`config.mk`:
```
export PLATFORM = sky130hd
export DESIGN_NAME = serial_subtractor
export DESIGN_NICKNAME = d
export VERILOG_FILES = /design/src/rtl/serial_subtractor.sv
export SDC_FILE = /design/constraint.sdc
export NUM_CORES = 1
export LEC_CHECK = 0
export BUFFER_PORTS_ARGS = -buffer_cell sky130_fd_sc_hd__buf_2
export CORE_ASPECT_RATIO = 1.1
export CORE_MARGIN = 2
export CORE_UTILIZATION = 50
export CTS_BUF_LIST = sky130_fd_sc_hd__clkbuf_4 sky130_fd_sc_hd__clkbuf_8
export DETAILED_ROUTE_END_ITERATION = 10
export GPL_TIMING_DRIVEN = 0
export PLACE_DENSITY_LB_ADDON = 0.25
export SYNTH_ARGS = -nofsm -noshare
export SYNTH_HDL_FRONTEND = slang
export SYNTH_SLANG_ARGS = --single-unit
```
`constraint.sdc`:
```
create_clock -name clk_i -period 1.8 [get_ports clk_i]
set_input_delay 0.45 -clock clk_i [delete_from_list [all_inputs] [get_ports clk_i]]
set_output_delay 0.45 -clock clk_i [all_outputs]
set_load 0.01 [all_outputs]
```
`src/rtl/serial_subtractor.sv`:
```
// serial_subtractor
//   Multi-cycle subtractor: dif = a - b - bin (mod 2^WIDTH), computed BPC bits
//   per clock through a chain of full-subtract cells. The borrow between
//   consecutive slices is held in a register, so one operation takes
//   N = WIDTH/BPC RUN cycles.
//
// Ports
//   clk_i    rising-edge clock
//   rst_i    synchronous, active-high reset
//   start_i  request a new operation (accepted in IDLE or DONE)
//   a_i      minuend  [WIDTH-1:0]
//   b_i      subtrahend [WIDTH-1:0]
//   bin_i    borrow-in
//   busy_o   operation in progress
//   done_o   one-cycle pulse when the result outputs update
//   dif_o    difference [WIDTH-1:0]
//   bout_o   borrow out of the MSB (unsigned a < b + bin)
//   ovf_o    signed overflow (borrow into MSB xor borrow out)
//   zero_o   dif_o == 0
//
// State | meaning
// ------+-------------------------------------------------------------
// IDLE  | waiting for start_i; outputs hold the last result
// RUN   | one BPC-bit slice subtracted per clock, N clocks in total
// DONE  | single cycle after completion; start_i here begins a new op
//
// WIDTH must be >= 2 and BPC must divide WIDTH.

module serial_subtractor #(
    parameter int WIDTH = 8,
    parameter int BPC   = 1
) (
    input  logic             clk_i,
    input  logic             rst_i,
    input  logic             start_i,
    input  logic [WIDTH-1:0] a_i,
    input  logic [WIDTH-1:0] b_i,
    input  logic             bin_i,
    output logic             busy_o,
    output logic             done_o,
    output logic [WIDTH-1:0] dif_o,
    output logic             bout_o,
    output logic             ovf_o,
    output logic             zero_o
);

    localparam int N  = WIDTH / BPC;
    localparam int CW = (N > 1) ? $clog2(N) : 1;

    typedef enum logic [1:0] {
        IDLE = 2'd0,
        RUN  = 2'd1,
        DONE = 2'd2
    } state_t;

    state_t           state_q;
    logic [WIDTH-1:0] a_q;
    logic [WIDTH-1:0] b_q;
    logic [WIDTH-1:0] res_q;
    logic             brw_q;
    logic [CW-1:0]    cnt_q;

    logic [BPC-1:0]   cell_d;
    logic [BPC:0]     cell_br;
    logic [WIDTH-1:0] res_d;
    logic             last_run;

    // Chain of BPC full-subtract cells on the low slice of the operand
    // shift registers. cell_br[i] is the borrow into bit i of the slice,
    // so cell_br[BPC-1] on the final slice is the borrow into the MSB.
    always_comb begin
        cell_d     = '0;
        cell_br    = '0;
        cell_br[0] = brw_q;
        for (int i = 0; i < BPC; i++) begin
            cell_d[i]    = a_q[i] ^ b_q[i] ^ cell_br[i];
            cell_br[i+1] = (~a_q[i] & b_q[i]) |
                           (~(a_q[i] ^ b_q[i]) & cell_br[i]);
        end
    end

    // New difference bits enter the result register from the top; after N
    // slices the first slice has reached the bottom.
    assign res_d    = (res_q >> BPC) | (WIDTH'(cell_d) << (WIDTH - BPC));
    assign last_run = (cnt_q == CW'(N - 1));

    always_ff @(posedge clk_i) begin
        if (rst_i) begin
            state_q <= IDLE;
            a_q     <= '0;
            b_q     <= '0;
            res_q   <= '0;
            brw_q   <= 1'b0;
            cnt_q   <= '0;
            busy_o  <= 1'b0;
            done_o  <= 1'b0;
            dif_o   <= '0;
            bout_o  <= 1'b0;
            ovf_o   <= 1'b0;
            zero_o  <= 1'b0;
        end else begin
            case (state_q)
                IDLE, DONE: begin
                    done_o <= 1'b0;
                    if (start_i) begin
                        a_q     <= a_i;
                        b_q     <= b_i;
                        brw_q   <= bin_i;
                        res_q   <= '0;
                        cnt_q   <= '0;
                        busy_o  <= 1'b1;
                        state_q <= RUN;
                    end else begin
                        busy_o  <= 1'b0;
                        state_q <= IDLE;
                    end
                end

                RUN: begin
                    // start_i is deliberately not looked at here.
                    a_q   <= a_q >> BPC;
                    b_q   <= b_q >> BPC;
                    res_q <= res_d;
                    brw_q <= cell_br[BPC];
                    cnt_q <= cnt_q + 1'b1;
                    if (last_run) begin
                        dif_o   <= res_d;
                        bout_o  <= cell_br[BPC];
                        ovf_o   <= cell_br[BPC-1] ^ cell_br[BPC];
                        zero_o  <= (res_d == '0);
                        done_o  <= 1'b1;
                        busy_o  <= 1'b0;
                        state_q <= DONE;
                    end
                end

                default: begin
                    busy_o  <= 1'b0;
                    done_o  <= 1'b0;
                    state_q <= IDLE;
                end
            endcase
        end
    end

endmodule

```
# [Word-level counts from Yosys, hierarchy flattened]
# Cells that the tools add are included.
[totals] ff_bits=43 wordCells=51 input_bits=20
[classes] mux=16 n_reduce_logical=7 bitwise=10 add_sub_neg=1 eq_ne=5
[ops] cell="one-hot mux 8 bit (2 select lines)" count=3
[ops] cell="two-way mux 8 bit" count=3
[ops] cell="logical NOT 8 bit" count=1
[ops] cell="bitwise OR 7 x 8 -> 8 bit" count=1
[ops] cell="one-hot mux 3 bit (2 select lines)" count=1
[ops] cell="two-way mux 1 bit" count=4
[ops] cell="inequality test 2 bit, second input constant" count=2
[ops] cell="one-hot mux 1 bit (2 select lines)" count=2
[ops] cell="one-hot mux 2 bit (2 select lines)" count=1
[ops] cell="AND reduction 2 bit" count=2
[ops] cell="OR reduction 2 bit" count=2
[ops] cell="adder 3 x 1 -> 3 bit, second input constant" count=1
[ops] cell="equality test 3 bit, second input constant" count=1
[ops] cell="two-way mux 3 bit" count=1
[ops] cell="inverter 1 bit" count=3
[ops] cell="bitwise XOR 1 bit" count=3
[ops] cell="AND 1 bit" count=2
[ops] cell="equality test 2 x 1 -> 1 bit, second input constant" count=1
[ops] cell="equality test 2 bit, second input constant" count=1
[ops] cell="logical NOT 2 bit" count=1
[ops] cell="two-way mux 2 bit" count=1
[ops] cell="nonzero test 2 bit" count=1
[ops] cell="bitwise OR 1 bit" count=1

# [Longest topological paths before layout]
# Gate-level depths: netlist of run 1.
[logic_depth] depth_word=5 mapped_depth=6 depth_no_buf=5

# [Least setup slack after synthesis of run 1]
# Ideal clock, no wire load.
[synth_path] kind="register to register" startpoint="register cnt_q[0]" endpoint="register dif_o[1]" setup_slack_ns=0.471 path_stages_with_launch=7 arrival_time_ns=1.258 setup_time_ns=0.071 required_time_ns=1.729 path_cell_list="dfxtp_1 -> ha_1 -> ha_1 -> nand3b_1 -> clkbuf_1 -> nand2_1 -> a21oi_1"
[synth_between] elab_chain_len=2
[synth_rtl] element="from (decl)" line="61" source="logic [CW-1:0] cnt_q;"
[synth_rtl] element="from (signal assigned)" line="125" source="cnt_q <= cnt_q + 1'b1;"
[synth_rtl] element="equality test 3 bit" line="85" source="assign last_run = (cnt_q == CW'(N - 1));"
[synth_rtl] element="AND reduction 2 bit (no line)"
[synth_rtl] element="to (signal assigned)" line="127" source="dif_o <= res_d;"
[synth_rtl] element="to (decl)" line="41" source="output logic [WIDTH-1:0] dif_o,"
# Every way passes these cells.
# A chain may end at the register's enable or synchronous reset.

# [Worst setup path after layout of run 1]
[layout_path] startpoint="register cnt_q[0]" endpoint="register dif_o[7]"
# Same word-level chain as after synthesis.

==> reports/summary.txt, run 1 <==
Fillers: 328
Total track usage: 19.80%
Worst-path clk slew: 110 ps
Storage cell area: 840.8 µm²
Worst-case register-to-register setup slack: 220 ps
Setup TNS: 0 ps
Crit end category: register
Pwr per Cell Area: 880.4 nW/µm²
Layout cell share with drive strength beyond 1: 23.91%
Period Utilization, post-route: 87.61%
Crit Path Max Fanout: 10
Clk Latency, worst-skew pair: 350 ps
Leakage power total: 0.7675 nW
Area of the die: 3870 µm²
Row count: 22
Worst r2r dst: dif_o[7]$_SDFFE_PP0P_
Distinct cells, synth: 29
Final min period: 1577 ps
Io pins: 33
Critical path data required time: 2080 ps
Height of the die: 65.05 µm
Mapped Nets: 215
Die X: 59.50 µm
Final hold vios: 0
Core area: 3303 µm²
Status: completed
Number of global-route vias before repair: 1367
Sequential share of the synthesized area: 49.63%
DPL Wire Length: 2.488 mm
Routability Congestion: 0.7462
Clock Sinks: 42
MaxCap Viol Count: 0
1st-iter DRT viols: 38
Max Fclk: 634.1 MHz
Total Nets Final: 253
CP Class: register to register
Net Switching: 441.7 µW
Layout Skew: 4.561 ps
Crit path arrival time: 1860 ps
FF-to-FF Start: cnt_q[0]$_SDFFE_PP0P_
Initial Util: 51.29%
Final hold slack: 330.9 ps
Initial antenna violation count: 0
Routed WL per cell: 12.91 µm
Layout Cells excl Fill: 266
Detail Route Antenna Nets: 0
Hold Crit Class: primary input to register
P&R area growth vs syn: 14.92%
First-pass GRT wire length: 5.802 mm
Maximum vdd drop: 0.5841 mV
Root Buffer: clkbuf_4
Clock power share: 26.5%
Most common cell after layout, fill and taps aside: dfxtp_1
CP Launch Type: register
Largest net degree at the start of global routing: 12
TritonCTS buffer count: 5
Combinational share of power: 15.0%
Area of the multi-input gates: 723.2 µm²
Residual DRC count: 0
Slew margin rel.: 65.41%
Hold path start: b_i[7]
Hold buffers post-CTS: 0
1st-pass router iterations: 4
Most frequent cells in the layout: 42 x dfxtp_1, 33 x buf_2, 30 x nand2_1
Average size of a mapped cell: 8.824 µm²
Cell Area, Synth: 1694 µm²
Reg power frac: 58.5%
Dpl cells: 259
Pre-CTS setup slack: 224.3 ps
H-tree depth: 2
Worst-margin pin slew: 518.8 ps
Register bit total from synthesis: 42
Vias/cell: 5.320
Gr ovfl total: 0
Int Power: 1.272 mW
I/O Buffers: 31
Syn. warnings: 0
Worst r2r path cells: 6
WL final: 3.434 mm
Setup WS post-layout: 223.1 ps
Clock tree from TritonCTS: yes
Setup Viol. Count Final: 0
Worst setup path end: dif_o[7]$_SDFFE_PP0P_
Post-CTS setup buffer count: 0
Number of diodes: 0
Unrepaired setup endpoints after global routing: no
Synth Instances: 192
Post_cts resized: 0
Crit path from: cnt_q[0]$_SDFFE_PP0P_
Clock buffer depth: 2
Sw Share: 25.77%
Final Max Tran Viols: 0
Via count: 1415
-- synthesized netlist by cell type, drive strengths merged --
master	count	area, µm²
and2b	1	10.01
xnor2	1	8.760
fa	1	20.02
nor3	27	140.1
ha	2	25.02
nand3b	2	15.01
buf	12	103.8
nand2b	3	26.27
clkbuf	5	18.77
nand2	30	112.6
dfxtp	42	840.8
a2bb2oi	1	8.760
nor2	4	15.01
a311oi	1	15.01
nor4	2	12.51
a211oi	1	7.510
nand3	14	70.07
o22ai	14	93.84
a21oi	24	120.1
nor2b	1	6.260
inv	2	7.510
o21a	1	7.510
and3b	1	8.760
-- stage by stage --
stage / area [µm²] / total power [mW] / util (%)
after floorplan: 1694 / 1.212 / -
after global placement: 1894 / 1.279 / 57.35
after detailed placement: 1894 / 1.282 / 57.35
after CTS: 1947 / 1.740 / 58.94
after global routing: 1947 / 1.798 / 58.94
final: 1947 / 1.714 / 58.94
-- metal layers --
layer  up-vias  wire length (µm)  track usage [%]
li1        748                 -                -
met1       631              1609            22.80
met2        29              1606            33.93
met3         7               152            5.788
met4         0                65            7.500
met5         -                 0                0
-- critical path, stage by stage (launching register included) --
cell	delay [ps]
dfxtp_1	340
ha_1	200
ha_1	260
nand3b_1	140
clkbuf_1	330
nand2_1	90
a21oi_1	150
-- area by class of cell --
| class | instances | area share (%) |
|---|---|---|
| flip-flops and latches | 42 | 43.19 |
| multi-input cells | 131 | 37.15 |
| repair buffers | 31 | 7.969 |
| plain buffers | 17 | 6.298 |
| clock buffers | 7 | 2.699 |
| well taps | 36 | 2.314 |
| inverters | 2 | 0.3856 |
-- cell families (layout without fill, tap and decap cells) --
logic type	after synthesis	in the layout	share of synthesized area, %
xor gates and xnor gates	1	1	0.5171
DFF	42	42	49.63
buffers and inverters	19	57	7.681
and+or+nand+nor	85	85	24.59
adders and majority gates	3	3	2.659
AOI/OAI and AO/OA	42	42	14.92
-- power by group through the flow --
stage	clock (mW)	sequential, mW	combinational, mW
6_report	0.455	1.00	0.257
3_3_place_gp	0	1.02	0.256
3_5_place_dp	0	1.02	0.258
4_1_cts	0.478	1.00	0.259
2_1_floorplan	0	1.02	0.194
5_1_grt	0.504	1.01	0.285
-- flip-flops by register name (all words and copies together), names as in the netlist --
register and count:
a_q 8, b_q 8, bout_o 1, brw_q 1, busy_o 1, cnt_q 3
dif_o 8, done_o 1, ovf_o 1, res_q 7, state_q 2, zero_o 1
-- worst min path at each step --
stage	to	cells past startpoint	slack, ps
after floorplan	dif_o[0]$_SDFFE_PP0P_	2	450
after global placement	ovf_o$_SDFFE_PP0P_	2	440
after detailed placement	ovf_o$_SDFFE_PP0P_	2	440
after CTS	a_q[7]$_SDFFE_PP0P_	3	320
after global routing	b_q[7]$_SDFFE_PP0P_	3	330
final	b_q[7]$_SDFFE_PP0P_	3	330
No activity file was read; power rests on OpenSTA's default activity.
==> inputs of run 2 (changes only) <==
Settings changed: RECOVER_POWER set to 50.
==> reports/summary.txt, run 2 (synthesis results as in run 1) <==
Status: completed
Initial Util: 51.29% (unchanged)
Unrepaired setup endpoints after global routing: no
Storage cell area: 840.8 µm² (unchanged)
Total Nets Final: 253 (unchanged)
Total track usage: 19.80% (unchanged)
Initial antenna violation count: 0 (unchanged)
Crit path arrival time: 1860 ps (about the same)
Final Max Tran Viols: 0 (unchanged)
Post_cts resized: 0 (unchanged)
Number of global-route vias before repair: 1367 (unchanged)
Number of diodes: 0 (unchanged)
Routed WL per cell: 12.95 µm (+0.29%)
Io pins: 33 (unchanged)
Dpl cells: 259 (unchanged)
Worst r2r path cells: 6 (unchanged)
P&R area growth vs syn: 14.40%
Die X: 59.50 µm (unchanged)
Crit end category: register
Clock Sinks: 42 (unchanged)
Max Fclk: 635.4 MHz (+0.20%)
Top Registers: a_q x8, b_q x8, dif_o x8
Critical path data required time: 2080 ps (about the same)
Global Route met1 Usage: 22.80% (unchanged)
DPL Wire Length: 2.488 mm (unchanged)
CP Launch Type: register
First-pass GRT wire length: 5.802 mm (unchanged)
Via count: 1418 (+0.21%)
1st-iter DRT viols: 50 (+32%)
Area of the die: 3870 µm² (unchanged)
Layout cell share with drive strength beyond 1: 22.61% (-1.3 points)
Clk Latency, worst-skew pair: 350 ps (about the same)
Worst-path clk slew: 110 ps (about the same)
Core area: 3303 µm² (unchanged)
TritonCTS buffer count: 5 (unchanged)
Top Usage Layer GRT: met2
Met2 usage: 33.93% (unchanged)
Layout Skew: 5.561 ps (+0.9993 ps)
MaxCap Viol Count: 0 (unchanged)
Vias/cell: 5.331 (+0.21%)
Reg power frac: 58.6% (about the same)
Detail Route Antenna Nets: 0 (unchanged)
Gr ovfl total: 0 (unchanged)
Final hold vios: 0 (unchanged)
Setup TNS: 0 ps (unchanged)
Setup Viol. Count Final: 0 (unchanged)
Area after DPL: 1894 µm² (unchanged)
1st-pass router iterations: 4 (unchanged)
Clock tree from TritonCTS: yes
Slew margin rel.: 65.33% (-0.084 points)
Clock buffer depth: 2 (unchanged)
Net Switching: 442.3 µW (+0.14%)
WL final: 3.444 mm (+0.29%)
Worst-margin pin slew: 520.0 ps (+1.260 ps)
I/O Buffers: 31 (unchanged)
Fillers: 333 (+1.5%)
Largest net degree at the start of global routing: 12 (unchanged)
Maximum vdd drop: 0.5858 mV (+0.28%)
Int Power: 1.268 mW (-0.30%)
CP Class: register to register
Hold buffers post-CTS: 0 (unchanged)
Routability Congestion: 0.7462 (unchanged)
Leakage power total: 0.7588 nW (-1.1%)
Residual DRC count: 0 (unchanged)
Sw Share: 25.85% (+0.083 points)
Most frequent cells in the layout: 42 x dfxtp_1, 32 x buf_2, 30 x nand2_1
Area of the multi-input gates: 723.2 µm² (unchanged)
WHS Path Cells: 3 (unchanged)
Root Buffer: clkbuf_4
Crit Path Max Fanout: 10 (unchanged)
Row count: 22 (unchanged)
H-tree depth: 2 (unchanged)
Clock power share: 26.6% (about the same)
Final min period: 1574 ps (-3.222 ps)
Height of the die: 65.05 µm (unchanged)
Hold Crit Class: primary input to register
Period Utilization, post-route: 87.43% (-0.18 points)
Post-route cell area: 1938 µm² (-0.45%)
GR Util met3: 5.788% (unchanged)
Combinational share of power: 14.8% (-0.2 points)
Post-CTS setup buffer count: 0 (unchanged)
Most common cell after layout, fill and taps aside: dfxtp_1
Pwr per Cell Area: 882.7 nW/µm² (+0.26%)
Layout Cells excl Fill: 266 (unchanged)
==> run 2: critical path, cell delays in order (launching register included) <==
cell and delay (ps):
dfxtp_1 340, ha_1 200, ha_1 260, nand3b_1 140, clkbuf_1 330, nand2_1 90
a21oi_1 150
==> run 2: final timing paths <==
kind	startpoint	to	slack, ps
worst min-delay path	b_i[7]	b_q[7]$_SDFFE_PP0P_	330
worst max register to register	cnt_q[0]$_SDFFE_PP0P_	dif_o[7]$_SDFFE_PP0P_	230
worst max-delay path	cnt_q[0]$_SDFFE_PP0P_	dif_o[7]$_SDFFE_PP0P_	230
worst min register to register	ovf_o$_SDFFE_PP0P_	ovf_o$_SDFFE_PP0P_	450
==> run 2: area by class of cell <==
| class | count | area share [%] |
|---|---|---|
| flip-flops and latches | 42 | 43.38 |
| repair buffers | 31 | 8.005 |
| inverters | 2 | 0.3873 |
| multi-input cells | 131 | 37.31 |
| clock buffers | 7 | 2.711 |
| well taps | 36 | 2.324 |
| plain buffers | 17 | 5.875 |
==> run 2: power by group through the flow <==
stage | clock [mW] | sequential, mW | combinational (mW)
after floorplan | 0 | 1.02 | 0.194
after global placement | 0 | 1.02 | 0.256
after detailed placement | 0 | 1.02 | 0.258
after CTS | 0.478 | 1.00 | 0.259
after global routing | 0.504 | 1.01 | 0.281
final | 0.455 | 1.00 | 0.253
==> run 2: metal layers <==
metal / part of all wire [%] / wire length (µm)
met1: 47 / 1612
met2: 47 / 1615
met3: 4.4 / 152
met4: 1.8 / 63
met5: 0 / 0
==> run 2: through the flow <==
step	utilization, %	worst slack (ps)	power [mW]	hold slack [ps]
final	58.67	226.3	1.711	330.4
after global routing	58.67	38.09	1.795	334.0
after CTS	58.94	192.3	1.740	315.2
after detailed placement	57.35	224.3	1.282	442.4
after global placement	57.35	246.8	1.279	438.3
after floorplan	-	471.4	1.212	445.3
